==> src/rtl/multicycle_ctrl.sv <==
// Multi-cycle RV32I sequencer: FETCH -> DECODE -> EXEC -> MEM -> WB with memory
// timeout, sticky trap and a retired-instruction counter.
//
// state    | meaning
// ---------+-----------------------------------------------------------
// S_FETCH  | read instruction at PC, load IR on mem_ready
// S_DECODE | classify instr[6:0] into the latched class
// S_EXEC   | ALU operation; branches resolve and retire here
// S_MEM    | load/store access at the ALU address; stores retire here
// S_WB     | register write-back, PC+4, retire
// S_TRAP   | halted until reset, trap_cause held
module multicycle_ctrl #(
    parameter int MEM_TIMEOUT = 16,
    parameter int CNT_W       = 32
) (
    input  logic             clk,
    input  logic             rst_n,
    input  logic [31:0]      instr,
    input  logic             mem_ready,
    input  logic             branch_taken,
    output logic             mem_req,
    output logic             mem_we,
    output logic             addr_sel,
    output logic             ir_we,
    output logic             pc_we,
    output logic             pc_sel,
    output logic             alu_src,
    output logic [1:0]       alu_op,
    output logic             reg_we,
    output logic             wb_sel,
    output logic             trap,
    output logic [1:0]       trap_cause,
    output logic [CNT_W-1:0] retired
);

    localparam int TW = $clog2(MEM_TIMEOUT + 1);

    typedef enum logic [2:0] {S_FETCH, S_DECODE, S_EXEC, S_MEM, S_WB, S_TRAP} state_t;
    typedef enum logic [2:0] {C_NONE, C_R, C_I, C_LOAD, C_STORE, C_BRANCH} cls_t;

    state_t state, state_nxt;
    cls_t   cls, cls_nxt;
    logic [1:0]    cause, cause_nxt;
    logic [TW-1:0] tmo_cnt;
    logic          retire, tmo_hit;

    logic mem_req_d, mem_we_d, addr_sel_d, ir_we_d, pc_we_d, pc_sel_d;
    logic alu_src_d, reg_we_d, wb_sel_d, trap_d;
    logic [1:0] alu_op_d;
    logic alu_src_c;
    logic [1:0] alu_op_c;

    logic unused_instr_bits;
    assign unused_instr_bits = ^instr[31:7];

    function automatic cls_t decode_cls(input logic [6:0] opc);
        case (opc)
            7'b0110011: decode_cls = C_R;
            7'b0010011: decode_cls = C_I;
            7'b0000011: decode_cls = C_LOAD;
            7'b0100011: decode_cls = C_STORE;
            7'b1100011: decode_cls = C_BRANCH;
            default:    decode_cls = C_NONE;
        endcase
    endfunction

    assign tmo_hit = (tmo_cnt == TW'(MEM_TIMEOUT - 1));

    always_comb begin
        alu_src_c = 1'b0;
        alu_op_c  = 2'b00;
        case (cls)
            C_R:      begin alu_src_c = 1'b0; alu_op_c = 2'b10; end
            C_I:      begin alu_src_c = 1'b1; alu_op_c = 2'b10; end
            C_LOAD,
            C_STORE:  begin alu_src_c = 1'b1; alu_op_c = 2'b00; end
            C_BRANCH: begin alu_src_c = 1'b0; alu_op_c = 2'b01; end
            default:  begin alu_src_c = 1'b0; alu_op_c = 2'b00; end
        endcase
    end

    always_comb begin
        state_nxt  = state;
        cls_nxt    = cls;
        cause_nxt  = cause;
        retire     = 1'b0;
        mem_req_d  = 1'b0;
        mem_we_d   = 1'b0;
        addr_sel_d = 1'b0;
        ir_we_d    = 1'b0;
        pc_we_d    = 1'b0;
        pc_sel_d   = 1'b0;
        alu_src_d  = 1'b0;
        alu_op_d   = 2'b00;
        reg_we_d   = 1'b0;
        wb_sel_d   = 1'b0;
        trap_d     = 1'b0;
        case (state)
            S_FETCH: begin
                mem_req_d = 1'b1;
                if (mem_ready) begin
                    ir_we_d   = 1'b1;
                    state_nxt = S_DECODE;
                end else if (tmo_hit) begin
                    state_nxt = S_TRAP;
                    cause_nxt = 2'b10;
                end
            end
            S_DECODE: begin
                cls_nxt = decode_cls(instr[6:0]);
                if (cls_nxt == C_NONE) begin
                    state_nxt = S_TRAP;
                    cause_nxt = 2'b01;
                end else begin
                    state_nxt = S_EXEC;
                end
            end
            S_EXEC: begin
                alu_src_d = alu_src_c;
                alu_op_d  = alu_op_c;
                case (cls)
                    C_R, C_I:         state_nxt = S_WB;
                    C_LOAD, C_STORE:  state_nxt = S_MEM;
                    C_BRANCH: begin
                        pc_we_d   = 1'b1;
                        pc_sel_d  = branch_taken;
                        retire    = 1'b1;
                        state_nxt = S_FETCH;
                    end
                    default: begin
                        state_nxt = S_TRAP;
                        cause_nxt = 2'b01;
                    end
                endcase
            end
            S_MEM: begin
                // ALU controls held so the access address stays stable across waits
                mem_req_d  = 1'b1;
                addr_sel_d = 1'b1;
                mem_we_d   = (cls == C_STORE);
                alu_src_d  = alu_src_c;
                alu_op_d   = alu_op_c;
                if (mem_ready) begin
                    if (cls == C_LOAD) begin
                        state_nxt = S_WB;
                    end else begin
                        pc_we_d   = 1'b1;
                        retire    = 1'b1;
                        state_nxt = S_FETCH;
                    end
                end else if (tmo_hit) begin
                    state_nxt = S_TRAP;
                    cause_nxt = 2'b10;
                end
            end
            S_WB: begin
                alu_src_d = alu_src_c;
                alu_op_d  = alu_op_c;
                reg_we_d  = 1'b1;
                wb_sel_d  = (cls == C_LOAD);
                pc_we_d   = 1'b1;
                retire    = 1'b1;
                state_nxt = S_FETCH;
            end
            S_TRAP: begin
                trap_d = 1'b1;
            end
            default: state_nxt = S_FETCH;
        endcase
    end

    always_ff @(posedge clk or negedge rst_n) begin
        if (!rst_n) begin
            state   <= S_FETCH;
            cls     <= C_NONE;
            cause   <= 2'b00;
            retired <= '0;
            tmo_cnt <= '0;
        end else begin
            state <= state_nxt;
            cls   <= cls_nxt;
            cause <= cause_nxt;
            if (retire) retired <= retired + CNT_W'(1);
            // any state change clears the wait counter, covering entry to FETCH and MEM
            if (state_nxt != state) tmo_cnt <= '0;
            else if (mem_req_d && !mem_ready) tmo_cnt <= tmo_cnt + TW'(1);
        end
    end

    // reset forces every strobe and select low even though the state reads FETCH
    assign mem_req    = rst_n & mem_req_d;
    assign mem_we     = rst_n & mem_we_d;
    assign addr_sel   = rst_n & addr_sel_d;
    assign ir_we      = rst_n & ir_we_d;
    assign pc_we      = rst_n & pc_we_d;
    assign pc_sel     = rst_n & pc_sel_d;
    assign alu_src    = rst_n & alu_src_d;
    assign alu_op     = {2{rst_n}} & alu_op_d;
    assign reg_we     = rst_n & reg_we_d;
    assign wb_sel     = rst_n & wb_sel_d;
    assign trap       = rst_n & trap_d;
    assign trap_cause = cause;

endmodule
==> config.mk <==
export PLATFORM = sky130hd
export DESIGN_NAME = multicycle_ctrl
export DESIGN_NICKNAME = d
export VERILOG_FILES = /design/src/rtl/multicycle_ctrl.sv
export SDC_FILE = /design/constraint.sdc
export NUM_CORES = 1
export LEC_CHECK = 0
export ABC_AREA = 1
export CAP_MARGIN = 20
export CORE_ASPECT_RATIO = 1.75
export CORE_MARGIN = 1
export CORE_UTILIZATION = 45
export CTS_BUF_LIST = sky130_fd_sc_hd__clkbuf_2
export DETAILED_ROUTE_END_ITERATION = 10
export PLACE_DENSITY = 0.76
export SLEW_MARGIN = 20
export SYNTH_ARGS = -nofsm -noshare
export SYNTH_HDL_FRONTEND = slang
export SYNTH_SLANG_ARGS = --single-unit
==> constraint.sdc <==
create_clock -name clk -period 2.5 [get_ports clk]
set_input_delay 0.5 -clock clk [delete_from_list [all_inputs] [get_ports clk]]
set_output_delay 0.5 -clock clk [all_outputs]
set_load 0.02 [all_outputs]
Yosys cells after proc, flatten, opt, wreduce, memory -nomap -nowiden. Index checks and enable logic that the tools add are counted.

Output and inout bits: 46. Word-level logic and storage cells: 86. Flip-flop bits (word level): 45. Bits of input ports: 36.

Reductions and logical operators: 13. Bitwise gates (word level): 11. Equality and inequality tests: 21. Muxes and demuxes: 34. $add $sub $neg: 2.

Operators by type and width (number): adder 32 x 1 -> 32 bit, second input constant (1); case mux 3 bit (5 select lines) (2); two-way mux 3 bit (6); two-way mux 1 bit (15); equality test 7 x 6 -> 1 bit, second input constant (2); equality test 3 x 2 -> 1 bit, second input constant (4); equality test 3 bit, second input constant (4); bitwise AND 1 bit (10); two-way mux 2 bit (5); two-way mux 5 bit (2); case mux 3 bit (3 select lines) (1); equality test 7 x 2 -> 1 bit, second input constant (1); equality test 7 x 5 -> 1 bit, second input constant (1); equality test 7 bit, second input constant (1); equality test 3 x 1 -> 1 bit, second input constant (2); logical NOT 3 bit (2); != test 2 bit, second input constant (3); case mux 2 bit (3 select lines) (1); OR reduction 2 bit (3); OR reduction 3 bit (2); adder 5 x 1 -> 5 bit, second input constant (1); equality test 5 x 4 -> 1 bit, second input constant (1); AND reduction 5 bit (1); OR reduction 5 bit (1); other kinds (9) (9).

Logic depth before layout (Yosys ltp).
Word-level depth: 8. Mapped depth: 11. Mapped depth without buffers: 10.

Least setup slack after synthesis. OpenSTA, ideal clock, no wires.

Kind: reg2out. Start point: register state[2]. End point: output alu_src. Slack: 0.409 ns. Required time: 2.000 ns. Arrival: 1.591 ns. Stages on the path, launching flop included: 8. Path through: dfrtp_1 inv_2 buf_6 nor3_1 inv_1 nor2_1 a31oi_1 a31oi_1.

Longest elaborated chain between the ends: 4.

RTL lines: from (decl) (line 41) `state_t state, state_nxt;`; from (signal assigned) (line 180) `state <= state_nxt;`; equality test 3 x 2 -> 1 bit / equality test 3 bit (equally long branches) (line 98) `case (state)`; OR reduction 3 bit (no source line) *; two-way mux 1 bit * (line 98); bitwise AND 1 bit * (line 197) `assign alu_src = rst_n & alu_src_d;`; to (decl) (line 27) `output logic alu_src,`.

Mark *: on every way between the ends. The rest lies on a longest branch, timed or not.

Final worst setup path.
Start point: register state[1]. End point: output mem_req.

Longest elaborated chain between the ends: 4.

RTL lines: equality test 3 x 2 -> 1 bit / logical NOT 3 bit (equally long branches) (line 98); OR reduction 2 bit (no source line) *; two-way mux 1 bit * (line 98); bitwise AND 1 bit * (line 191) `assign mem_req = rst_n & mem_req_d;`; to (decl) (line 21) `output logic mem_req,`.

Marked as above.

==> flow_metrics.tcl <==
set metrics [dict create \
    status "finished, final reports clean" \
    insertion_delay_ns 0.43 \
    reg2reg_setup_slack_ns 0.59 \
    fmax_mhz 423 \
    setup_viol_count_final 0 \
    slowest_delay_ns 0.44 \
    syn-num-nets 442 \
    mostFrequentLayoutCell "nand2_1" \
    critPathBufInv 3 \
    die_area_um2 6800 \
    dp_hpwl_mm 5.86 \
    yosysSeqAreaShare_pct 38.7 \
    cts_tree "yes" \
    dp.cells 542 \
    power_density_nw_per_um2 696 \
    core_um2 6230 \
    netlist-cell-type-count 32 \
    synthCells 403 \
    switching_share_pct 45.8 \
    setup_tns_ns 0 \
    start_util_pct 46.7 \
    cp.required_ns 2.00 \
    cp-start-kind "flip-flop" \
    hp-class "in -> async" \
    synth_area_leaders "dfrtp_1 (39%), nand2_1 (18%), nor2_1 (7.6%), xor2_1 (6.6%), inv_1 (4.6%)" \
    layout_common_cells "nand2_1 (140), nor2_1 (56), dfrtp_1 (45), clkdlybuf4s50_1 (43), inv_1 (36)" \
    clockPowerShare_pct 12.2 \
    worst_slew_pin_slew_ns 0.585 \
    fin_nets 512 \
    top_layer "met4" \
    r2r-start "tmo_cnt[0]$_DFFE_PN0P_" \
    netlist_area_um2 2910 \
    antennaDiodeCount 0 \
    die_h_um 108 \
    met1Wirelength_mm 2.75 \
    final_cells 554 \
    cts_sinks 45 \
    r2r_end "tmo_cnt[0]$_DFFE_PN0P_" \
    synth_top_area_share_pct 38.7 \
    slew_headroom_pct 61.0 \
    synth_largest_area_cell "dfrtp_1" \
    final_layout_size_suffix_gt1_share_pct 10.8 \
    synth.avg_cell_area_um2 7.22 \
    timing.final.crit_share_pct 94.5 \
    core.rowCount 38 \
    crit_path_end_kind "output pin" \
    hold_viol 0 \
    finalPower_mw 2.54 \
    maxCapViolations 0 \
    htreeDepth 2 \
    slowest_stage "dfrtp_1" \
    crit_chain "buf_4 > nor2_1 > nand2_1 > nand2_1 > inv_1 > nor2_1 > clkdlybuf4s15_1" \
    power.internal_mw 1.38 \
    routedWlPerCell_um 13.6 \
    p_leak_nw 1.73 \
    p_seq_share_pct 39.7 \
    pwr-share-comb_pct 48.1 \
    clock_skew_ns 0.0205 \
    path_delay_family "buffers and inverters" \
    grt_pass1_wl_mm 12.5 \
    antenna_found_initial 0 \
    drv_slew 0 \
    layout_min_cycle_time_ns 2.36 \
    drt.antenna.violating_nets 0 \
    io_pins 82 \
    reg2reg_depth 8 \
    grt_pass1_vias 2772 \
    cp_max_fo 6 \
    gp_congestion 0.990 \
    rsz0062_at_grt "false" \
    switching_power_mw 1.16 \
    max-vdd-ir-drop_v 0.000522 \
    n_fill_cell 620 \
    chipWidth_um 62.8 \
    met3_length_um 287 \
    drc_errors 0 \
    path_class "reg -> out" \
    yosys_register_bits 45 \
    grt_overflow_total 0 \
    synthToLayoutAreaGrowth_pct 25.3 \
    drtPass1Iterations 4 \
    route.vias.total 2885 \
    routed_wl_mm 7.51 \
    critPathArrivalTime_ns 1.86 \
    vias_per_cell 5.21 \
    cts_made_buffers 5 \
    track_usage_pct 23.9 \
    cts_buffer_depth 2 \
    portBuffers 56 \
    clk_transition_reported_paths_ns 0.24 \
    yosysWarnings 0 \
    wl_met2_mm 4.08 \
    grt_max_degree 45 \
    drt-initial-drc-count 166 \
    cts_root_buffer "clkbuf_2" \
]
[sequential cells by signal, summed over array words and instances (netlist names)]
signal	flops
tmo_cnt	5
retired	32
state	3
trap_cause	2
cls	3
[repair_timing]
| item | CTS | global route |
|---|---|---|
| hold buffers | 1 | 0 |
| endpoints found under the hold margin | 1 | 0 |
| resized for setup | 17 | 15 |
| setup buffers | 0 | 3 |
| setup endpoints to repair | 11 | 8 |
[synthesized netlist by cell type]
master,number
a21boi_0,3
a21oi_1,2
a31oi_1,2
and3_1,2
buf_2,2
buf_4,2
buf_6,2
dfrtp_1,45
ha_1,3
inv_1,36
inv_2,2
nand2_1,140
nand2_2,3
nand3_1,16
nand3_2,3
nand3_4,1
nand3b_1,1
nand4_1,5
nand4_4,2
nor2_1,59
nor2_2,3
nor3_1,14
nor3_2,5
nor3_4,1
nor3b_1,1
o21a_1,1
o21ai_0,12
o21ai_1,3
o32ai_1,1
or2_2,1
xnor2_1,8
xor2_1,22
[power groups by stage]
stage	sequential, mW	clock, mW	combinational [mW]
floorplan	1.11	0	0.662
global placement	1.02	0	1.17
global route	1.03	0.355	1.32
CTS	1.01	0.326	1.19
detailed placement	1.02	0	1.19
finish	1.01	0.310	1.22
[area by class of cell]
cell class                 count  area, µm²  area share (%)
inverter                      38        145            3.98
tap                           80        100            2.75
clock buffer                   5       25.0           0.686
sequential                    45       1130            30.9
timing repair buffer          69        627            17.2
multi-input combinational    314       1610            44.0
clock inverter                 3       17.5           0.480
[worst register-to-register path, delay by kind of cell, from the launching register on]
family	cells	cell delay [ns]
DFF	1	0.46
and+or+nand+nor	4	0.72
adders and majority gates	2	0.44
AOI/OAI and AO/OA	2	0.26
[worst max-delay path by stage]
| stage | startpoint | to | slack [ns] | depth (start not counted) |
|---|---|---|---|---|
| after floorplan | state[2]$_DFF_PN0_ | alu_src | 0.41 | 7 |
| after global placement | mem_ready | pc_we | -0.01 | 8 |
| after detailed placement | mem_ready | pc_we | -0.01 | 8 |
| after CTS | state[2]$_DFF_PN0_ | alu_src | -0.08 | 7 |
| after global routing | state[2]$_DFF_PN0_ | alu_src | 0.008 | 7 |
| final | state[1]$_DFF_PN0_ | mem_req | 0.14 | 7 |
[per-stage QoR]
stage                     worst slack (ns)  instance area [µm²]  util, %  hold slack [ns]
final                                0.137                 3650     58.5            0.265
after global routing               0.00758                 3650     58.5            0.261
after CTS                          -0.0759                 3630     58.3            0.245
after detailed placement           -0.0107                 3580     57.6            0.422
after global placement             -0.0104                 3580     57.6            0.408
after floorplan                      0.409                 2910        -            0.204
[cells by family after synthesis]
kind of cell / share of synthesized area, %
simple gates: 39.7
flops: 38.7
buf+inv: 6.54
xor+xnor: 9.03
compound gates: 4.69
fa+ha+maj: 1.29
[layer usage]
metal	up-vias	GRT usage, %
met1	1343	23.8
met5	-	0
met3	34	3.48
met4	0	16.8
met2	100	44.6
li1	1408	-
No activity file was read; power rests on OpenSTA's default activity.
